`config.mk`:
```
export PLATFORM = sky130hd
export DESIGN_NAME = pwrseq_rail_slave
export DESIGN_NICKNAME = d
export VERILOG_FILES = /design/src/rtl/pwrseq_rail_slave_pkg.sv /design/src/rtl/pwrseq_rail_slave_pg_filter.sv /design/src/rtl/pwrseq_rail_slave.sv
export SDC_FILE = /design/constraint.sdc
export NUM_CORES = 1
export LEC_CHECK = 0
export ABC_AREA = 1
export BUFFER_PORTS_ARGS = -buffer_cell sky130_fd_sc_hd__clkbuf_2
export CAP_MARGIN = 20
export CORE_UTILIZATION = 40
export CTS_BUF_LIST = sky130_fd_sc_hd__clkbuf_8 sky130_fd_sc_hd__clkbuf_16
export DETAILED_ROUTE_END_ITERATION = 7
export GPL_TIMING_DRIVEN = 0
export PLACE_DENSITY_LB_ADDON = 0.3
export SYNTH_ARGS = -nofsm -noshare
export SYNTH_HDL_FRONTEND = slang
export SYNTH_SLANG_ARGS = --single-unit
```
`constraint.sdc`:
```
create_clock -name clk -period 3.3 [get_ports clk]
set_input_delay 0 -clock clk [delete_from_list [all_inputs] [get_ports clk]]
set_output_delay 0 -clock clk [all_outputs]
set_load 0.01 [all_outputs]
```
`src/rtl/pwrseq_rail_slave_pkg.sv`:
```
// Shared state codes, rail indices, fault type codes and the state-to-enable mask table
// for the power-sequencer rail slave.
package pwrseq_rail_slave_pkg;

  localparam int unsigned NUM_RAILS = 4;

  localparam logic [5:0] SM_RESET        = 6'd0;
  localparam logic [5:0] SM_EN_P0V8      = 6'd1;
  localparam logic [5:0] SM_EN_P1V8      = 6'd2;
  localparam logic [5:0] SM_EN_DDR       = 6'd3;
  localparam logic [5:0] SM_EN_PCIE      = 6'd4;
  localparam logic [5:0] SM_PCIE_RESET   = 6'd5;
  localparam logic [5:0] SM_CPU_RESET    = 6'd6;
  localparam logic [5:0] SM_WAIT_POWEROK = 6'd7;
  localparam logic [5:0] SM_STEADY_PWROK = 6'd8;
  localparam logic [5:0] SM_CRITICAL_FAIL = 6'd9;
  localparam logic [5:0] SM_DIS_PCIE     = 6'd10;
  localparam logic [5:0] SM_DIS_DDR      = 6'd11;
  localparam logic [5:0] SM_DIS_P1V8     = 6'd12;
  localparam logic [5:0] SM_DIS_P0V8     = 6'd13;

  localparam int unsigned RAIL_P0V8 = 0;
  localparam int unsigned RAIL_P1V8 = 1;
  localparam int unsigned RAIL_DDR  = 2;
  localparam int unsigned RAIL_PCIE = 3;

  localparam logic [1:0] FT_NONE  = 2'd0;
  localparam logic [1:0] FT_RT    = 2'd1;
  localparam logic [1:0] FT_PO    = 2'd2;
  localparam logic [1:0] FT_STUCK = 2'd3;

  function automatic logic [NUM_RAILS-1:0] target_mask(input logic [5:0] sm);
    logic [NUM_RAILS-1:0] mask;
    case (sm)
      SM_EN_P0V8:                              mask = 4'b0001;
      SM_EN_P1V8:                              mask = 4'b0011;
      SM_EN_DDR:                               mask = 4'b0111;
      SM_EN_PCIE, SM_PCIE_RESET, SM_CPU_RESET,
      SM_WAIT_POWEROK, SM_STEADY_PWROK,
      SM_CRITICAL_FAIL:                        mask = 4'b1111;
      SM_DIS_PCIE:                             mask = 4'b0111;
      SM_DIS_DDR:                              mask = 4'b0011;
      SM_DIS_P1V8:                             mask = 4'b0001;
      default:                                 mask = 4'b0000;
    endcase
    return mask;
  endfunction

endpackage

```
`src/rtl/pwrseq_rail_slave_pg_filter.sv`:
```
// Single-rail power-good path: 2-flop synchroniser followed by a t1us-sampled
// debounce that flips the filtered level after FILTER_US consecutive disagreeing samples.
module pwrseq_rail_slave_pg_filter #(
  parameter int unsigned FILTER_US = 4
) (
  input  logic clk,
  input  logic reset,
  input  logic t1us,
  input  logic pg_raw,
  output logic pg_filt
);

  logic       sync1, sync2;
  logic [3:0] cnt;

  always_ff @(posedge clk or posedge reset) begin
    if (reset) begin
      sync1   <= 1'b0;
      sync2   <= 1'b0;
      cnt     <= 4'd0;
      pg_filt <= 1'b0;
    end else begin
      sync1 <= pg_raw;
      sync2 <= sync1;
      if (t1us) begin
        if (sync2 != pg_filt) begin
          if (cnt == 4'(FILTER_US - 1)) begin
            pg_filt <= sync2;
            cnt     <= 4'd0;
          end else begin
            cnt <= cnt + 4'd1;
          end
        end else begin
          // an agreeing sample breaks the run of disagreeing ones
          cnt <= 4'd0;
        end
      end
    end
  end

endmodule

```
`src/rtl/pwrseq_rail_slave.sv`:
```
// Power-sequencer rail slave: decodes master state to rail enables/resets, filters PG and
// latches faults. Optional fault logging is enabled by defining PWRSEQ_FAULT_LOG_EN.
module pwrseq_rail_slave
  import pwrseq_rail_slave_pkg::*;
#(
  parameter int unsigned          PG_FILTER_US  = 4,
  parameter logic [NUM_RAILS-1:0] NONRECOV_MASK = 4'b0001
) (
  input  logic                 clk,
  input  logic                 reset,
  input  logic                 t1us,
  input  logic [5:0]           power_seq_sm,
  input  logic                 dc_on_wait_complete,
  input  logic                 fault_clear,
  input  logic [NUM_RAILS-1:0] pg_in,
  output logic [NUM_RAILS-1:0] rail_en,
  output logic                 pcie_perst_n,
  output logic                 cpu_rst_n,
  output logic                 pgd_so_far,
  output logic                 any_pwr_fault_det,
  output logic                 any_lim_recov_fault,
  output logic                 any_non_recov_fault,
  output logic [NUM_RAILS-1:0] fault_latch
`ifdef PWRSEQ_FAULT_LOG_EN
  ,
  output logic [1:0]           first_fault_rail,
  output logic [1:0]           first_fault_type,
  output logic [7:0]           fault_count
`endif
);

  logic [NUM_RAILS-1:0] pg_filt;
  logic [NUM_RAILS-1:0] good_seen;
  logic [NUM_RAILS-1:0] rt_drop, po_fail, stuck_on, fault_set, fault_next;
  logic                 stuck_state;

  for (genvar i = 0; i < NUM_RAILS; i++) begin : g_pg
    pwrseq_rail_slave_pg_filter #(
      .FILTER_US(PG_FILTER_US)
    ) u_filter (
      .clk    (clk),
      .reset  (reset),
      .t1us   (t1us),
      .pg_raw (pg_in[i]),
      .pg_filt(pg_filt[i])
    );
  end

  always_comb begin
    stuck_state = (power_seq_sm == SM_RESET) ||
                  ((power_seq_sm >= SM_DIS_PCIE) && (power_seq_sm <= SM_DIS_P0V8));
    rt_drop     = rail_en & good_seen & ~pg_filt;
    po_fail     = rail_en & ~good_seen & {NUM_RAILS{dc_on_wait_complete}};
    stuck_on    = ~rail_en & pg_filt & {NUM_RAILS{dc_on_wait_complete & stuck_state}};
    fault_set   = rt_drop | po_fail | stuck_on;
    // a new set in the same clk as fault_clear wins
    fault_next  = (fault_latch & ~{NUM_RAILS{fault_clear}}) | fault_set;
  end

  always_ff @(posedge clk or posedge reset) begin
    if (reset) begin
      rail_en      <= '0;
      pcie_perst_n <= 1'b0;
      cpu_rst_n    <= 1'b0;
      good_seen    <= '0;
      pgd_so_far   <= 1'b0;
      fault_latch  <= '0;
    end else begin
      rail_en      <= target_mask(power_seq_sm);
      pcie_perst_n <= (power_seq_sm >= SM_CPU_RESET) && (power_seq_sm <= SM_STEADY_PWROK);
      cpu_rst_n    <= (power_seq_sm >= SM_WAIT_POWEROK) && (power_seq_sm <= SM_STEADY_PWROK);
      good_seen    <= rail_en & (good_seen | pg_filt);
      pgd_so_far   <= (|rail_en) && (&(~rail_en | pg_filt));
      fault_latch  <= fault_next;
    end
  end

  assign any_pwr_fault_det   = |fault_latch;
  assign any_lim_recov_fault = |(fault_latch & ~NONRECOV_MASK);
  assign any_non_recov_fault = |(fault_latch & NONRECOV_MASK);

`ifdef PWRSEQ_FAULT_LOG_EN
  logic [1:0] ff_rail_d, ff_type_d;
  logic       any_det_q;

  // lowest-index setting rail; RT takes priority over PO over STUCK on that rail
  always_comb begin
    ff_rail_d = 2'd0;
    ff_type_d = FT_NONE;
    for (int i = NUM_RAILS - 1; i >= 0; i--) begin
      if (fault_set[i]) begin
        ff_rail_d = 2'(i);
        ff_type_d = rt_drop[i] ? FT_RT : (po_fail[i] ? FT_PO : FT_STUCK);
      end
    end
  end

  always_ff @(posedge clk or posedge reset) begin
    if (reset) begin
      first_fault_rail <= 2'd0;
      first_fault_type <= FT_NONE;
      fault_count      <= 8'd0;
      any_det_q        <= 1'b0;
    end else begin
      any_det_q <= any_pwr_fault_det;
      if (any_pwr_fault_det && !any_det_q && (fault_count != 8'hff)) begin
        fault_count <= fault_count + 8'd1;
      end
      if (fault_clear) begin
        first_fault_rail <= ff_rail_d;
        first_fault_type <= ff_type_d;
      end else if ((fault_latch == '0) && (fault_set != '0)) begin
        first_fault_rail <= ff_rail_d;
        first_fault_type <= ff_type_d;
      end
    end
  end
`endif

endmodule

```
==> insert_results.sql, run 1 <==
INSERT INTO impl_metrics (metric_group, metric, value, unit) VALUES
('job', 'cap_viol_max_count', '0', ''),
('cts', 'worstSkewPairLatency', '0.28', 'ns'),
('power', 'leakagePower', '1.17', 'nW'),
('final_layout', 'mostFrequentLayoutCell', 'sky130_fd_sc_hd__dfrtp_1', ''),
('setup_path', 'critical_path_arrival', '1.40', 'ns'),
('global_route', 'wire_length_of_the_first_global_routing_pass', '6060', 'um'),
('global_route', 'grt_use_total', '0.150', ''),
('cts', 'cts_hold_buf', '6', ''),
('synthesis', 'synth.yosys.seq_area_share', '0.547', ''),
('route', 'drt_wl_total', '3470', 'um'),
('synthesis', 'synthDistinctLibCells', '20', ''),
('final_layout', 'mostFrequentLayoutCells', 'sky130_fd_sc_hd__dfrtp_1, sky130_fd_sc_hd__nand2_1, sky130_fd_sc_hd__inv_1', ''),
('die', 'fp.dieH', '72.1', 'um'),
('synthesis', 'synth_largest_type_area_fraction', '0.547', ''),
('synthesis', 'synth_cells', '219', ''),
('setup_path', 'critical-path-slowest-cell', 'sky130_fd_sc_hd__dfrtp_1', ''),
('die', 'die_footprint', '0.00520', 'mm^2'),
('synthesis', 'synthesis.area', '0.00197', 'mm^2'),
('setup_path', 'max_stage_delay', '0.40', 'ns'),
('placed_design', 'placement.setup.worst_slack', '2.19', 'ns'),
('power', 'final_total_power', '0.00141', 'W'),
('route', 'drt_iter0_markers', '41', ''),
('route', 'avg_wl_per_cell', '10.6', 'um'),
('global_route', 'antenna_violations_before_repair', '0', ''),
('setup_path', 'start_kind', 'flip-flop', ''),
('sta', 'final-setup-viol-count', '0', ''),
('cts', 'cts_resized', '0', ''),
('die', 'boundaryPins', '29', ''),
('die', 'die_w', '72.1', 'um'),
('sta', 'grt_setup_unrepaired', 'false', ''),
('setup_path', 'crit_path_max_delay_family', 'simple AND/OR/NAND/NOR gates', ''),
('placed_design', 'dpl.cell_count', '312', ''),
('sta', 'fin_tns_setup', '0', 'ns'),
('cts', 'cts_inserted_buffers', '5', ''),
('synthesis', 'synth_seq_cells', '43', ''),
('final_layout', 'drive_gt1_frac', '0.166', ''),
('global_route', 'first_global_vias', '1356', ''),
('die', 'fp-row-count', '25', ''),
('sta', 'final.period_utilization', '0.425', ''),
('setup_path', 'timing.setup.critical_path_class', 'flip-flop to output port', ''),
('global_route', 'grt_overflow', '0', ''),
('sta', 'finalClockSkew', '0.00716', 'ns'),
('cts', 'tritoncts', 'yes', ''),
('route', 'vias_per_cell', '4.63', ''),
('placed_design', 'gp_routability_congestion', '0.780', ''),
('route', 'firstDrtPassIters', '4', ''),
('sta', 'post-route-min-period', '1.40', 'ns'),
('setup_path', 'worstPathRequired', '3.30', 'ns'),
('global_route', 'grt_max_degree', '44', ''),
('sta', 'setup_slack', '1.90', 'ns'),
('sta', 'max_slew_vio_count', '0', ''),
('synthesis', 'post_synth_main_area_contributors', 'sky130_fd_sc_hd__dfrtp_1, sky130_fd_sc_hd__nand2_1, sky130_fd_sc_hd__inv_1', ''),
('final_layout', 'final_core_utilization', '0.491', ''),
('sta', 'finalHoldViolations', '0', ''),
('synthesis', 'yosysTopAreaCell', 'sky130_fd_sc_hd__dfrtp_1', ''),
('route', 'routed-via-count', '1511', ''),
('cts', 'clk_pin_slew_worst_paths', '0.08', 'ns'),
('setup_path', 'worstPathBufferInverterCount', '1', ''),
('final_layout', 'stdcell_count', '326', ''),
('min_path', 'hp-class', 'primary input to flip-flop', ''),
('power', 'maximum_ir_drop_on_the_vdd_rail', '0.000267', 'V'),
('cts', 'postCtsSetupBuffers', '0', ''),
('route', 'ant_nets', '0', ''),
('synthesis', 'synth.yosys.warnings', '0', ''),
('status', 'status', 'complete, no violations', ''),
('sta', 'worst-slew-pin-transition', '0.861', 'ns'),
('final_layout', 'design.final.nets', '277', ''),
('setup_path', 'timing.critical_path.cells', 'or3_4, or2_1, clkbuf_2', ''),
('final_layout', 'num_antenna_cells', '0', ''),
('sta', 'max_clock_freq', '713', 'MHz'),
('cts', 'cts_num_sinks', '43', '');
==> cells in the mapped netlist, drive strengths merged <==
library cell,count
dfrtp,43
nand2,43
inv,28
nor2,20
nand3,19
o21ai,19
a21oi,15
xor2,8
buf,5
nand4,5
ha,4
xnor2,4
nor3,2
nor4,1
o211ai,1
or2,1
or3,1
==> power breakdown <==
group,internal [W],leakage [nW],switching [W]
Clock,0.000142,0.0505,0.000166
Combinational,0.000161,0.572,0.000210
Sequential,0.000635,0.548,0.0000912
==> worst min-delay path, stage by stage <==
cell                       delay, ns
sky130_fd_sc_hd__clkbuf_2       0.10
sky130_fd_sc_hd__nor2_4         0.05
sky130_fd_sc_hd__o21ai_0        0.06
sky130_fd_sc_hd__a21oi_1        0.04
==> state kept, by name, indices dropped and copies added (netlist names) <==
| register | count |
|---|---|
| rail_en | 4 |
| pcie_perst_n | 1 |
| cpu_rst_n | 1 |
| g_pg.u_filter.cnt | 16 |
| g_pg.u_filter.pg_filt | 4 |
| g_pg.u_filter.sync2 | 4 |
| fault_latch | 4 |
| good_seen | 4 |
| pgd_so_far | 1 |
| g_pg.u_filter.sync1 | 4 |
==> through the flow <==
stage / hold WS (ns) / area, um^2
after floorplan: 0.0314 / 1970
after global placement: 0.111 / 2180
after detailed placement: 0.110 / 2180
after CTS: 0.00846 / 2320
after global routing: 0.00844 / 2320
final: 0.00985 / 2320
==> layer usage <==
layer	part of all wire	track usage	vias to the layer above
met5	0	0	-
met4	0.013	0.0458	0
met3	0.020	0.0458	5
met2	0.46	0.224	12
met1	0.50	0.209	710
li1	-	-	784
==> worst paths after layout <==
| path | start | endpoint | slack [ns] | depth (start not counted) |
|---|---|---|---|---|
| max | fault_latch[2]$_DFF_PP0_ | any_pwr_fault_det | 1.90 | 3 |
| min | power_seq_sm[5] | rail_en[2]$_DFF_PP0_ | 0.01 | 4 |
| max reg2reg | g_pg[0].u_filter.cnt[0]$_DFFE_PP0P_ | g_pg[0].u_filter.cnt[3]$_DFFE_PP0P_ | 2.17 | 4 |
| min reg2reg | g_pg[1].u_filter.sync1$_DFF_PP0_ | g_pg[1].u_filter.sync2$_DFF_PP0_ | 0.34 | 0 |
| max in group asynchronous | reset | good_seen[2]$_DFF_PP0_ | 2.33 | 3 |
| min in group asynchronous | reset | cpu_rst_n$_DFF_PP0_ | 0.43 | 3 |
==> cells by family (layout without fill, tap and decap cells) <==
kind of cell             after synthesis  after routing  synth area share
AO/OA/AOI/OAI                         35             35            0.0904
flip-flops                            43             43             0.547
buffers and inverters                 33             73            0.0726
AND/OR/NAND/NOR                       92             92             0.211
adder cells (fa/ha/maj)                4              4            0.0255
XOR/XNOR                              12             12            0.0535
==> final cells by class <==
type	instances	area (um^2)
Inverter	28	105
Buffer	5	37.5
Sequential cell	43	1080
Clock buffer	5	68.8
Clock inverter	3	12.5
Tap cell	67	83.8
Fill cell	465	2400
Multi-Input combinational cell	143	747
Timing Repair Buffer	32	190
Note: power is estimated with default switching activity, not from simulation.
==> inputs of run 2 (changes only) <==
Clock period 3.3 ns to 1.2 ns, I/O delays scaled along.
==> run 2 against run 1 <==
  * The flow now finishes with violations (setup timing)
  * Clock-buffer cell count is the same
  * Sequential share of layout area shrank 0.42 points
  * Power grew to 2.8 times the previous value
  * Hold slack lost 0.0019 ns
  * Critical path type unchanged
  * Highest routed layer unchanged
==> insert_results.sql, run 2 (same netlist as run 1, synthesis figures left out) <==
INSERT INTO impl_metrics (metric_group, metric, value, unit) VALUES
('sta', 'grt_setup_unrepaired', 'true', ''),
('cts', 'cts-root-buf', 'sky130_fd_sc_hd__clkbuf_8', ''),
('sta', 'max_slew_vio_count', '0', ''),
('global_route', 'grt_max_degree', '44', ''),
('route', 'drt_wl_total', '3500', 'um'),
('setup_path', 'worstPathRequired', '1.20', 'ns'),
('sta', 'post-route-min-period', '1.37', 'ns'),
('sta', 'finalHoldViolations', '0', ''),
('setup_path', 'critical-path-slowest-cell', 'sky130_fd_sc_hd__dfrtp_1', ''),
('final_layout', 'area.growth.synth_to_final', '19.2', '%'),
('final_layout', 'post-route-cell-area', '0.00234', 'mm^2'),
('final_layout', 'largest_register_ffs', '16', ''),
('power', 'leakagePower', '1.18', 'nW'),
('cts', 'tritoncts', 'yes', ''),
('global_route', 'wire_length_of_the_first_global_routing_pass', '6070', 'um'),
('placed_design', 'place_hpwl', '2510', 'um'),
('power', 'power.density', '1670', 'mW/mm^2'),
('final_layout', 'drive_gt1_frac', '0.180', ''),
('die', 'core_area', '0.00472', 'mm^2'),
('route', 'ant_nets', '0', ''),
('sta', 'timing.max_slew.rel_slack', '0.424', ''),
('placed_design', 'gp_routability_congestion', '0.780', ''),
('setup_path', 'endpoint_kind', 'output port', ''),
('route', 'routed-via-count', '1519', ''),
('setup_path', 'timing.critical_path.cells', 'or3_4, or2_1, clkbuf_2', ''),
('setup_path', 'timing.setup.critical_path_class', 'flip-flop to output port', ''),
('sta', 'final-setup-viol-count', '1', ''),
('route', 'drt_drc_violations_left', '0', ''),
('global_route', 'grt_overflow', '0', ''),
('die', 'die_w', '72.1', 'um'),
('setup_path', 'timing.critical_path.fanout_max', '2', ''),
('placed_design', 'place_area', '0.00218', 'mm^2'),
('sta', 'fin_tns_setup', '-0.168', 'ns'),
('route', 'firstDrtPassIters', '5', ''),
('route', 'avg_wl_per_cell', '10.7', 'um'),
('power', 'maximum_ir_drop_on_the_vdd_rail', '0.000736', 'V'),
('setup_path', 'critical_path_arrival', '1.37', 'ns'),
('sta', 'final.hold.worst_slack', '0.00795', 'ns'),
('die', 'boundaryPins', '29', ''),
('final_layout', 'design.final.nets', '279', ''),
('global_route', 'first_global_vias', '1367', ''),
('sta', 'final.period_utilization', '1.14', ''),
('setup_path', 'start_kind', 'flip-flop', ''),
('sta', 'setup_slack', '-0.168', 'ns'),
('route', 'drt_iter0_markers', '40', ''),
('placed_design', 'number_of_port_buffers', '26', ''),
('die', 'fp-row-count', '25', ''),
('global_route', 'grt_use_total', '0.150', ''),
('status', 'status', 'finished with violations', ''),
('sta', 'finalClockSkew', '0.00695', 'ns'),
('cts', 'cts.path.max_buffers', '2', ''),
('cts', 'htreeDepth', '2', ''),
('cts', 'worstSkewPairLatency', '0.28', 'ns'),
('die', 'fp.dieH', '72.1', 'um'),
('sta', 'max_clock_freq', '731', 'MHz'),
('setup_path', 'max_stage_delay', '0.38', 'ns'),
('cts', 'cts_num_sinks', '43', ''),
('cts', 'clk_pin_slew_worst_paths', '0.08', 'ns'),
('final_layout', 'num_antenna_cells', '0', ''),
('global_route', 'antenna_violations_before_repair', '0', ''),
('die', 'die_footprint', '0.00520', 'mm^2'),
('sta', 'worst-slew-pin-transition', '0.863', 'ns'),
('job', 'cap_viol_max_count', '0', ''),
('cts', 'cts_inserted_buffers', '5', ''),
('route', 'vias_per_cell', '4.63', ''),
('final_layout', 'regMostFlops', 'g_pg.u_filter.cnt', ''),
('final_layout', 'num-fill-cells', '461', ''),
('status', 'violations', 'setup timing', ''),
('final_layout', 'mostFrequentLayoutCells', 'sky130_fd_sc_hd__dfrtp_1, sky130_fd_sc_hd__nand2_1, sky130_fd_sc_hd__inv_1', ''),
('die', 'initial_utilization', '0.416', ''),
('final_layout', 'mostFrequentLayoutCell', 'sky130_fd_sc_hd__dfrtp_1', ''),
('min_path', 'hp-class', 'primary input to flip-flop', '');
run 2: power breakdown:
group | total (W) | switching (W) | internal (W)
logic | 0.00105 | 0.000591 | 0.000463
clock network | 0.000852 | 0.000461 | 0.000392
registers | 0.00199 | 0.000248 | 0.00175
total | 0.00390 | 0.00130 | 0.00260
run 2: cell type report:
| type | count | area (um^2) | share of cell area |
|---|---|---|---|
| timing repair buffer | 34 | 205 | 0.0876 |
| multi-input combinational | 143 | 753 | 0.322 |
| clock buffer | 5 | 68.8 | 0.0294 |
| sequential | 43 | 1080 | 0.459 |
| clock inverter | 3 | 12.5 | 0.00534 |
| tap | 67 | 83.8 | 0.0358 |
| inverter | 28 | 105 | 0.0449 |
| buffer | 5 | 37.5 | 0.0160 |
run 2: critical path: cells and delay by family, from the launching register on:
family | cells | cell delay, ns
buffers and inverters | 1 | 0.12
DFF | 1 | 0.38
and+or+nand+nor | 2 | 0.58
run 2: per-layer routing:
metal	GRT usage	part of all wire	routed length, um
met5	0	0	0
met4	0.0458	0.013	46
met3	0.0458	0.021	72
met2	0.226	0.46	1630
met1	0.208	0.50	1750
run 2: path summary, 6_finish.rpt:
check,from,to,slack [ns],depth (start not counted)
max in group asynchronous,reset,g_pg[2].u_filter.cnt[0]$_DFFE_PP0P_,0.23,3
max reg2reg,g_pg[1].u_filter.cnt[0]$_DFFE_PP0P_,g_pg[1].u_filter.cnt[3]$_DFFE_PP0P_,0.09,4
min in group asynchronous,reset,cpu_rst_n$_DFF_PP0_,0.43,3
min,power_seq_sm[5],rail_en[2]$_DFF_PP0_,0.008,4
min reg2reg,g_pg[1].u_filter.sync1$_DFF_PP0_,g_pg[1].u_filter.sync2$_DFF_PP0_,0.34,0
max,fault_latch[2]$_DFF_PP0_,any_pwr_fault_det,-0.17,3
run 2: repair_timing:
action / CTS / global route
gates cloned: 0 / 0
resized for setup: 0 / 3
endpoints found under the hold margin: 48 / 0
setup buffers: 2 / 0
hold buffers: 6 / 0
setup endpoints to repair: 2 / 7
run 2: stage by stage:
| step | worst slack [ns] | total power (W) | util | std cells |
|---|---|---|---|---|
| 2_1_floorplan | 0.133 | 0.00274 | - | 219 |
| 5_1_grt | -0.243 | 0.00422 | 0.496 | 328 |
| 4_1_cts | -0.176 | 0.00393 | 0.495 | 328 |
| 3_5_place_dp | 0.0867 | 0.00305 | 0.461 | 312 |
| 6_report | -0.168 | 0.00390 | 0.496 | 328 |
| 3_3_place_gp | -0.368 | 0.00300 | 0.461 | 312 |
==> inputs of run 3 (changes only) <==
Settings changed: RECOVER_POWER set to 100.
==> run 3 against run 2 <==
  * The run still ends with setup timing left
  * Core utilization is 0.58 points lower
  * Critical path depth is the same
  * First-iteration DRC count increased by 10%
  * Sequential power about the same
  * Sequential share of layout area is 0.55 points higher
  * Sequential cell count unchanged
  * Clock power down 1%
  * Die area is the same
  * Non-clock buffer count stayed put
  * Routed wire length grew 0.26%
  * Cell count stayed put
  * Hold slack is essentially flat
  * Highest routed layer unchanged
==> insert_results.sql, run 3 (same netlist as run 1, synthesis figures left out) <==
INSERT INTO impl_metrics (metric_group, metric, value, unit) VALUES
('route', 'firstDrtPassIters', '4', ''),
('final_layout', 'num_antenna_cells', '0', ''),
('die', 'die_w', '72.1', 'um'),
('setup_path', 'critical_path_arrival', '1.36', 'ns'),
('setup_path', 'worstPathRequired', '1.20', 'ns'),
('die', 'fp.dieH', '72.1', 'um'),
('route', 'drt_iter0_markers', '44', ''),
('power', 'share_seq_of_total_power', '0.515', ''),
('sta', 'post-route-min-period', '1.36', 'ns'),
('cts', 'cts_num_sinks', '43', ''),
('job', 'cap_viol_max_count', '0', ''),
('sta', 'finalClockSkew', '0.00661', 'ns'),
('global_route', 'wire_length_of_the_first_global_routing_pass', '6070', 'um'),
('min_path', 'hp-class', 'primary input to flip-flop', ''),
('power', 'p_int', '0.00259', 'W'),
('setup_path', 'endpoint_kind', 'output port', ''),
('sta', 'finalHoldViolations', '0', ''),
('global_route', 'grt_overflow', '0', ''),
('die', 'fp-row-count', '25', ''),
('global_route', 'grt_use_total', '0.150', ''),
('setup_path', 'timing.critical_path.fanout_max', '2', ''),
('status', 'status', 'finished with violations', ''),
('route', 'routed-via-count', '1526', ''),
('placed_design', 'number_of_port_buffers', '26', ''),
('die', 'boundaryPins', '29', ''),
('status', 'violations', 'setup timing', ''),
('global_route', 'grtUsageMet2', '0.226', ''),
('placed_design', 'place_hpwl', '2510', 'um'),
('sta', 'max_clock_freq', '734', 'MHz'),
('final_layout', 'final_core_utilization', '0.490', ''),
('route', 'vias_per_cell', '4.65', ''),
('placed_design', 'placement.setup.worst_slack', '0.0867', 'ns'),
('final_layout', 'largest_register_ffs', '16', ''),
('cts', 'cts_inserted_buffers', '5', ''),
('power', 'maximum_ir_drop_on_the_vdd_rail', '0.000729', 'V'),
('die', 'initial_utilization', '0.416', ''),
('final_layout', 'mostFrequentLayoutCell', 'sky130_fd_sc_hd__dfrtp_1', ''),
('power', 'power.density', '1670', 'mW/mm^2'),
('route', 'drt_wl_total', '3500', 'um'),
('route', 'avg_wl_per_cell', '10.7', 'um'),
('global_route', 'grt.busiest_layer', 'met2', ''),
('global_route', 'grt_util_met1', '0.208', ''),
('power', 'power.switching', '0.00129', 'W'),
('cts', 'htreeDepth', '2', ''),
('power', 'pwr-share-comb', '0.268', ''),
('cts', 'tritoncts', 'yes', ''),
('global_route', 'antenna_violations_before_repair', '0', ''),
('power', 'leakagePower', '1.14', 'nW'),
('final_layout', 'area.growth.synth_to_final', '17.8', '%'),
('setup_path', 'cp-startpoint', 'fault_latch[2]$_DFF_PP0_', ''),
('placed_design', 'gp_routability_congestion', '0.780', ''),
('sta', 'fin_tns_setup', '-0.163', 'ns'),
('final_layout', 'mostFrequentLayoutCells', 'sky130_fd_sc_hd__dfrtp_1, sky130_fd_sc_hd__nand2_1, sky130_fd_sc_hd__inv_1', ''),
('die', 'die_footprint', '0.00520', 'mm^2'),
('final_layout', 'regMostFlops', 'g_pg.u_filter.cnt', ''),
('sta', 'max_slew_vio_count', '0', ''),
('setup_path', 'regToRegStartpoint', 'g_pg[0].u_filter.cnt[0]$_DFFE_PP0P_', ''),
('min_path', 'startpoint_of_the_most_critical_hold_path', 'power_seq_sm[5]', ''),
('sta', 'final.period_utilization', '1.14', ''),
('global_route', 'first_global_vias', '1367', ''),
('cts', 'cts.path.max_buffers', '2', ''),
('route', 'drt_drc_violations_left', '0', ''),
('sta', 'setup_slack', '-0.163', 'ns'),
('global_route', 'global_route.usage.met3', '0.0458', ''),
('power', 'power.share.clock', '0.217', ''),
('sta', 'grt_setup_unrepaired', 'true', ''),
('sta', 'worst-slew-pin-transition', '0.869', 'ns'),
('sta', 'final.hold.worst_slack', '0.00814', 'ns'),
('route', 'ant_nets', '0', ''),
('final_layout', 'design.final.nets', '279', ''),
('cts', 'cts-root-buf', 'sky130_fd_sc_hd__clkbuf_8', ''),
('setup_path', 'start_kind', 'flip-flop', ''),
('setup_path', 'timing.setup.critical_path_class', 'flip-flop to output port', ''),
('die', 'core_area', '0.00472', 'mm^2'),
('power', 'switching_share', '0.333', ''),
('final_layout', 'drive_gt1_frac', '0.123', ''),
('sta', 'final-setup-viol-count', '1', ''),
('cts', 'worstSkewPairLatency', '0.28', 'ns'),
('cts', 'clk_pin_slew_worst_paths', '0.08', 'ns'),
('sta', 'timing.max_slew.rel_slack', '0.420', ''),
('global_route', 'grt_max_degree', '44', '');
==> run 3: changes by cell type in the layout (fill, tap and decap cells not counted), sizes merged <==
cell | before | now
clkbuf | 30 | 31
buf | 8 | 7
==> run 3: cell type report <==
type,count,area (um^2)
Buffer,5,33.8
Timing Repair Buffer,34,191
Sequential cell,43,1080
Multi-Input combinational cell,143,743
Clock inverter,3,12.5
Fill cell,469,2410
Tap cell,67,83.8
Clock buffer,5,68.8
Inverter,28,105
==> run 3: per-stage QoR <==
step | total power, W | area [um^2] | std cells
4_1_cts | 0.00393 | 2340 | 328
6_report | 0.00388 | 2310 | 328
2_1_floorplan | 0.00274 | 1970 | 219
3_3_place_gp | 0.00300 | 2180 | 312
5_1_grt | 0.00420 | 2310 | 328
3_5_place_dp | 0.00305 | 2180 | 312
==> run 3: routing by layer <==
| metal | vias up | wire length [um] | share of wire |
|---|---|---|---|
| met5 | - | 0 | 0 |
| li1 | 790 | - | - |
| met1 | 715 | 1760 | 0.50 |
| met3 | 2 | 65 | 0.019 |
| met4 | 0 | 30 | 0.0086 |
| met2 | 19 | 1650 | 0.47 |
==> run 3: path summary, 6_finish.rpt <==
check / to / slack (ns) / depth (start not counted)
max in group asynchronous: g_pg[2].u_filter.cnt[0]$_DFFE_PP0P_ / 0.22 / 3
hold / removal: rail_en[2]$_DFF_PP0_ / 0.008 / 4
hold reg to reg: g_pg[1].u_filter.sync2$_DFF_PP0_ / 0.34 / 0
setup reg to reg: g_pg[0].u_filter.cnt[3]$_DFFE_PP0P_ / 0.07 / 4
min in group asynchronous: cpu_rst_n$_DFF_PP0_ / 0.44 / 3
setup / recovery: any_pwr_fault_det / -0.16 / 3
==> run 3: power by group through the flow <==
| stage | clock network [W] | logic [W] | registers, W |
|---|---|---|---|
| after floorplan | 0 | 0.000757 | 0.00199 |
| after global placement | 0 | 0.000990 | 0.00201 |
| after detailed placement | 0 | 0.00102 | 0.00202 |
| after CTS | 0.000876 | 0.00106 | 0.00199 |
| after global routing | 0.000945 | 0.00122 | 0.00204 |
| final | 0.000843 | 0.00104 | 0.00199 |
==> run 3: critical path: stages (launching register included) <==
cell                       delay (ns)
sky130_fd_sc_hd__dfrtp_1         0.38
sky130_fd_sc_hd__or3_4           0.38
sky130_fd_sc_hd__or2_1           0.20
sky130_fd_sc_hd__clkbuf_2        0.12
==> run 3: timing repair <==
action	in CTS	in global routing
hold buffers	6	0
setup endpoints to repair	2	7
setup buffers	2	0
endpoints found under the hold margin	48	0
resized for setup	0	3
cloned	0	0
